[config.mk]
export PLATFORM = sky130hd
export DESIGN_NAME = mem_port_arbiter
export DESIGN_NICKNAME = d
export VERILOG_FILES = /design/src/rtl/mem_port_arbiter_pkg.sv /design/src/rtl/busy_timer.sv /design/src/rtl/mem_port_arbiter.sv
export SDC_FILE = /design/constraint.sdc
export NUM_CORES = 1
export LEC_CHECK = 0
export BUFFER_PORTS_ARGS = -buffer_cell sky130_fd_sc_hd__buf_2
export CAP_MARGIN = 20
export CORE_UTILIZATION = 35
export DETAILED_ROUTE_END_ITERATION = 10
export SYNTH_ARGS = -nofsm -noshare
export SYNTH_HDL_FRONTEND = slang
export SYNTH_HIERARCHICAL = 1
export SYNTH_SLANG_ARGS = --single-unit
export TNS_END_PERCENT = 50
[constraint.sdc]
create_clock -name clk -period 2.7 [get_ports clk]
set_input_delay 0.27 -clock clk [delete_from_list [all_inputs] [get_ports clk]]
set_output_delay 0.27 -clock clk [all_outputs]
set_load 0.02 [all_outputs]
[src/rtl/mem_port_arbiter_pkg.sv]
// Shared types and constants for the fetch/data memory port arbiter.
// Replaces the old cpu_defs.vh include; encodings are unchanged.
package mem_port_arbiter_pkg;

    typedef enum logic [1:0] {
        ST_IDLE = 2'd0,
        ST_BUSY = 2'd1,
        ST_RESP = 2'd2
    } state_e;

    typedef enum logic {
        OWNER_IF = 1'b0,
        OWNER_D  = 1'b1
    } owner_e;

    localparam logic [31:0] ABORT_DATA = 32'hDEADBEEF;

endpackage

[src/rtl/busy_timer.sv]
// Watchdog counter for the arbiter's BUSY state.
// Saturates at TIMEOUT-1 so it never wraps; clear takes priority over enable.
module busy_timer #(
    parameter int unsigned TIMEOUT = 16
) (
    input  logic clk,
    input  logic rst_n,
    input  logic clear,
    input  logic enable,
    output logic expired
);

    localparam int unsigned W = $clog2(TIMEOUT) + 1;
    localparam logic [W-1:0] LAST = W'(TIMEOUT - 1);

    logic [W-1:0] cnt_q, cnt_d;

    assign expired = (cnt_q == LAST);

    always_comb begin
        cnt_d = cnt_q;
        if (clear) begin
            cnt_d = '0;
        end else if (enable && !expired) begin
            cnt_d = cnt_q + 1'b1;
        end
    end

    always_ff @(posedge clk or negedge rst_n) begin
        if (!rst_n) begin
            cnt_q <= '0;
        end else begin
            cnt_q <= cnt_d;
        end
    end

endmodule

[src/rtl/mem_port_arbiter.sv]
// Arbitrates the CPU fetch and data ports onto one single-ported memory,
// holding the granted access until memReady or a watchdog abort.
module mem_port_arbiter
    import mem_port_arbiter_pkg::*;
#(
    parameter int unsigned ADDR_W     = 32,
    parameter int unsigned DATA_W     = 32,
    parameter bit          D_PRIORITY = 1'b1,
    parameter int unsigned TIMEOUT    = 16
) (
    input  logic              clk,
    input  logic              rst_n,
    input  logic              ifReq,
    input  logic [ADDR_W-1:0] ifAddr,
    output logic              ifValid,
    output logic [DATA_W-1:0] ifRdata,
    input  logic              dReq,
    input  logic              dWrEn,
    input  logic [ADDR_W-1:0] dAddr,
    input  logic [DATA_W-1:0] dWdata,
    output logic              dValid,
    output logic [DATA_W-1:0] dRdata,
    output logic              memReq,
    output logic              memWrEn,
    output logic [ADDR_W-1:0] memAddr,
    output logic [DATA_W-1:0] memWdata,
    input  logic [DATA_W-1:0] memRdata,
    input  logic              memReady,
    output logic              err
);

    state_e            state_q, state_d;
    owner_e            owner_q, owner_d;
    logic [ADDR_W-1:0] addr_q, addr_d;
    logic [DATA_W-1:0] wdata_q, wdata_d;
    logic              wren_q, wren_d;
    logic [DATA_W-1:0] if_rdata_q, if_rdata_d;
    logic [DATA_W-1:0] d_rdata_q, d_rdata_d;
    logic              if_valid_q, if_valid_d;
    logic              d_valid_q, d_valid_d;
    logic              err_q, err_d;
    logic              mem_req_q, mem_req_d;

    logic              pick_d;
    logic              finish;
    logic [DATA_W-1:0] resp_data;
    logic              timer_clear, timer_en, timer_expired;

    busy_timer #(
        .TIMEOUT(TIMEOUT)
    ) u_timer (
        .clk    (clk),
        .rst_n  (rst_n),
        .clear  (timer_clear),
        .enable (timer_en),
        .expired(timer_expired)
    );

    always_comb begin
        state_d     = state_q;
        owner_d     = owner_q;
        addr_d      = addr_q;
        wdata_d     = wdata_q;
        wren_d      = wren_q;
        if_rdata_d  = if_rdata_q;
        d_rdata_d   = d_rdata_q;
        if_valid_d  = 1'b0;
        d_valid_d   = 1'b0;
        err_d       = 1'b0;
        mem_req_d   = mem_req_q;
        pick_d      = 1'b0;
        finish      = 1'b0;
        resp_data   = '0;
        timer_clear = 1'b0;
        timer_en    = 1'b0;

        case (state_q)
            ST_IDLE: begin
                if (ifReq || dReq) begin
                    pick_d      = dReq && (D_PRIORITY || !ifReq);
                    owner_d     = pick_d ? OWNER_D : OWNER_IF;
                    addr_d      = pick_d ? dAddr : ifAddr;
                    wdata_d     = pick_d ? dWdata : '0;
                    wren_d      = pick_d && dWrEn;
                    mem_req_d   = 1'b1;
                    timer_clear = 1'b1;
                    state_d     = ST_BUSY;
                end
            end
            ST_BUSY: begin
                timer_en = 1'b1;
                // memReady beats a simultaneous expiry
                if (memReady) begin
                    finish    = 1'b1;
                    resp_data = wren_q ? '0 : memRdata;
                end else if (timer_expired) begin
                    finish    = 1'b1;
                    resp_data = DATA_W'(ABORT_DATA);
                    err_d     = 1'b1;
                end
                if (finish) begin
                    if (owner_q == OWNER_D) begin
                        d_rdata_d = resp_data;
                        d_valid_d = 1'b1;
                    end else begin
                        if_rdata_d = resp_data;
                        if_valid_d = 1'b1;
                    end
                    mem_req_d = 1'b0;
                    state_d   = ST_RESP;
                end
            end
            ST_RESP: begin
                state_d = ST_IDLE;
            end
            default: begin
                mem_req_d = 1'b0;
                state_d   = ST_IDLE;
            end
        endcase
    end

    always_ff @(posedge clk or negedge rst_n) begin
        if (!rst_n) begin
            state_q    <= ST_IDLE;
            owner_q    <= OWNER_IF;
            addr_q     <= '0;
            wdata_q    <= '0;
            wren_q     <= 1'b0;
            if_rdata_q <= '0;
            d_rdata_q  <= '0;
            if_valid_q <= 1'b0;
            d_valid_q  <= 1'b0;
            err_q      <= 1'b0;
            mem_req_q  <= 1'b0;
        end else begin
            state_q    <= state_d;
            owner_q    <= owner_d;
            addr_q     <= addr_d;
            wdata_q    <= wdata_d;
            wren_q     <= wren_d;
            if_rdata_q <= if_rdata_d;
            d_rdata_q  <= d_rdata_d;
            if_valid_q <= if_valid_d;
            d_valid_q  <= d_valid_d;
            err_q      <= err_d;
            mem_req_q  <= mem_req_d;
        end
    end

    assign memReq   = mem_req_q;
    assign memWrEn  = wren_q && mem_req_q;
    assign memAddr  = addr_q;
    assign memWdata = wdata_q;
    assign ifValid  = if_valid_q;
    assign ifRdata  = if_rdata_q;
    assign dValid   = d_valid_q;
    assign dRdata   = d_rdata_q;
    assign err      = err_q;

endmodule
==> impl_metrics.toml <==
[placement]
numPortBuffers = 266
dpl.hpwl_um = 10100
postPlaceCellArea_um2 = 7710
gp_congestion = 0.742

[critical_path]
critPathMostFrequentCell = "ha_1"
crit_arrival_ns = 2.69
critPathKind = "reg2reg"
cpMaxStageDelayCell = "and3_4"
critPathMaxFanout = 33
cp_data_required_time_ns = 2.99
reg2reg_depth = 6
end_kind = "flop"
cpPeakStageDelay_ns = 0.62
start_kind = "flop"
cp_cell_sequence = "ha_1 -> and3_1 -> ha_1 -> or2_0 -> and3_4 -> mux2_2"

[timing]
setup_viol = 0
post-route-period-util = 0.887
hold_viol = 0
slew_viol_final = 0
tightest_slew_ns = 0.928
grt_setup_unrepaired = "no"
relSlewSlack = 0.379
clock_skew_ns = 0.00825
finalSetupTns_ns = 0
fmax_mhz = 418
fin_crit_ns = 2.39

[clocking]
cts_tree = "yes"
clock_latency_ns = 0.41
htreeDepth = 4
post_cts_buffers = 0
cts.clk_slew.worst_paths_ns = 0.06
clock_sinks = 141
cts.root.buffer_cell = "clkbuf_16"
clock_path_buffers = 2
cts_buffers = 17

[drt]
drc = 0
via_per_inst = 4.72
routed_wirelength_um = 14200
drtAntennaViolNets = 0
drt_iter0_markers = 104
first_pass_iters = 4
vias = 4265
wl_per_cell_um = 15.7

[logic_synthesis]
synth.most_common_cell = "dfrtp_1"
synth_area_leaders = "dfrtp_1, mux2_4, mux2_2, a22o_1, a21o_1"
synth_top_cell_by_area = "dfrtp_1"
synthArstFlopShare = 1.00
synth_edf_count = 0
syn-cell-area_um2 = 6190
syn_inst = 399
syn_nets = 535
ys_ff_latch = 141
synth_top_area_share = 0.570
ys_types = 34
avgSynthCellArea_um2 = 15.5
yosysWarnings = 6
yosysSeqAreaShare = 0.570
synth_common_cells = "dfrtp_1, mux2_2, mux2_4"
ys.flop_type = "dfrtp_1"

[floorplan]
core-area_um2 = 17300
die_w_um = 135
die_h_um = 135
pin_count = 267
rows = 48
dieArea_um2 = 18200
initial_core_util = 0.358

[finish]
diodes = 0
num-fill-cells = 1575
utilization = 0.481
layout.nets = 802
drive_above_1_share = 0.650
synthToLayoutAreaGrowth_pct = 34.4
final_area_um2 = 8320

[global_route]
antenna_found_initial = 1
track_usage = 0.162
grt_overflow_total = 0
grt_first_pass_wirelength_um = 23000
grt_pass1_vias = 4496
grt_max_degree = 65

[power_and_ir_drop]
pwr-share-seq = 0.350
powerDensity_nw_per_um2 = 1220
p_comb_frac = 0.418
switching_share = 0.365
p_leak_nw = 4.53
p_int_w = 0.00643
p_switching_w = 0.00370
finalPower_w = 0.0101
pwr-share-clk = 0.232
ir_worst_vdd_v = 0.000563

[run]
cap_violations = 0

[worst_hold_path]
whs_path_depth = 2
worst_hold_path_type = "in2reg"

[outcome]
outcome = "complete, no violations"
-- final timing paths --
kind	startpoint	slack, ns	to
worst min-delay path	dWdata[1]	0.07	memWdata[1]
max in group asynchronous	rst_n	1.53	dRdata[0]
worst max register to register	u_timer/cnt_q[0]	0.31	dRdata[0]
worst min register to register	ifRdata[20]	0.50	ifRdata[20]
min in group asynchronous	rst_n	0.35	ifRdata[14]
worst max-delay path	u_timer/cnt_q[0]	0.31	dRdata[0]
-- power groups by stage --
stage                     Clock, W  Sequential, W  Combinational [W]
after detailed placement         0        0.00355            0.00430
after CTS                  0.00242        0.00356            0.00429
after floorplan                  0        0.00456            0.00193
after global routing       0.00251        0.00366            0.00451
final                      0.00234        0.00355            0.00423
after global placement           0        0.00355            0.00422
-- per-layer routing --
metal | share of wire | vias up | track usage
met5 | 0.00091 | - | 0
met4 | 0.013 | 2 | 0.0643
met3 | 0.071 | 15 | 0.0402
met2 | 0.46 | 184 | 0.257
met1 | 0.45 | 2082 | 0.214
li1 | - | 1982 | -
-- layout make-up --
class	instances	area, um2	area share
clock buffer	18	429	0.0516
clock inverter	13	165	0.0199
inverter	3	11.3	0.00135
multi-input combinational	228	2450	0.294
sequential	141	3530	0.424
tap	225	282	0.0338
timing repair buffer	275	1450	0.175
-- critical path: cells and delay by family, from the launching register on --
| family | cells | cell delay (ns) |
|---|---|---|
| and+or+nand+nor | 3 | 0.97 |
| adders and majority gates | 2 | 0.47 |
| muxes | 1 | 0.40 |
| DFF | 1 | 0.39 |
-- stage by stage --
stage,worst slack (ns),hold WS (ns),instances
3_3_place_gp,0.388,0.211,870
5_1_grt,0.173,0.0446,903
6_report,0.306,0.0695,903
4_1_cts,0.321,0.0441,903
2_1_floorplan,0.614,-0.0256,399
3_5_place_dp,0.344,0.214,871
-- cell families (layout without fill, tap and decap cells) --
family | count (synthesis) | in the layout | synth area share
fa+ha+maj | 2 | 2 | 0.00404
mux | 130 | 130 | 0.271
flops | 141 | 141 | 0.570
simple gates | 32 | 32 | 0.0336
compound gates | 62 | 62 | 0.0829
buf+inv | 30 | 309 | 0.0352
xor+xnor | 2 | 2 | 0.00283
-- repair_timing --
action,4_1_cts,5_1_grt
gates resized for setup,0,0
hold buffers,1,0
endpoints found under the hold margin,40,0
-- registers in the layout, summed over array words and instances (netlist names) --
signal	count
u_timer/cnt_q	5
ifRdata	32
memWdata	32
owner_q	1
ifValid	1
wren_q	1
state_q	2
memReq	1
dRdata	32
err	1
dValid	1
memAddr	32
-- layout by cell type, fill, tap and decap left out, types with 2 or more instances in the layout --
cell type / synthesis / final
nor2b_2: 0 / 2
buf_2: 12 / 265
mux2_4: 58 / 58
nor2_1: 8 / 8
mux2_2: 70 / 70
nand2_1: 2 / 2
clkbuf_16: 0 / 17
clkinv_2: 0 / 3
ha_1: 2 / 2
a22o_1: 33 / 33
dfrtp_1: 141 / 141
clkinv_4: 0 / 4
inv_2: 2 / 2
and2_1: 11 / 11
buf_4: 3 / 4
a21o_1: 25 / 25
inv_6: 0 / 2
bufinv_16: 0 / 3
buf_12: 3 / 3
Note: power is estimated with default switching activity, not from simulation.
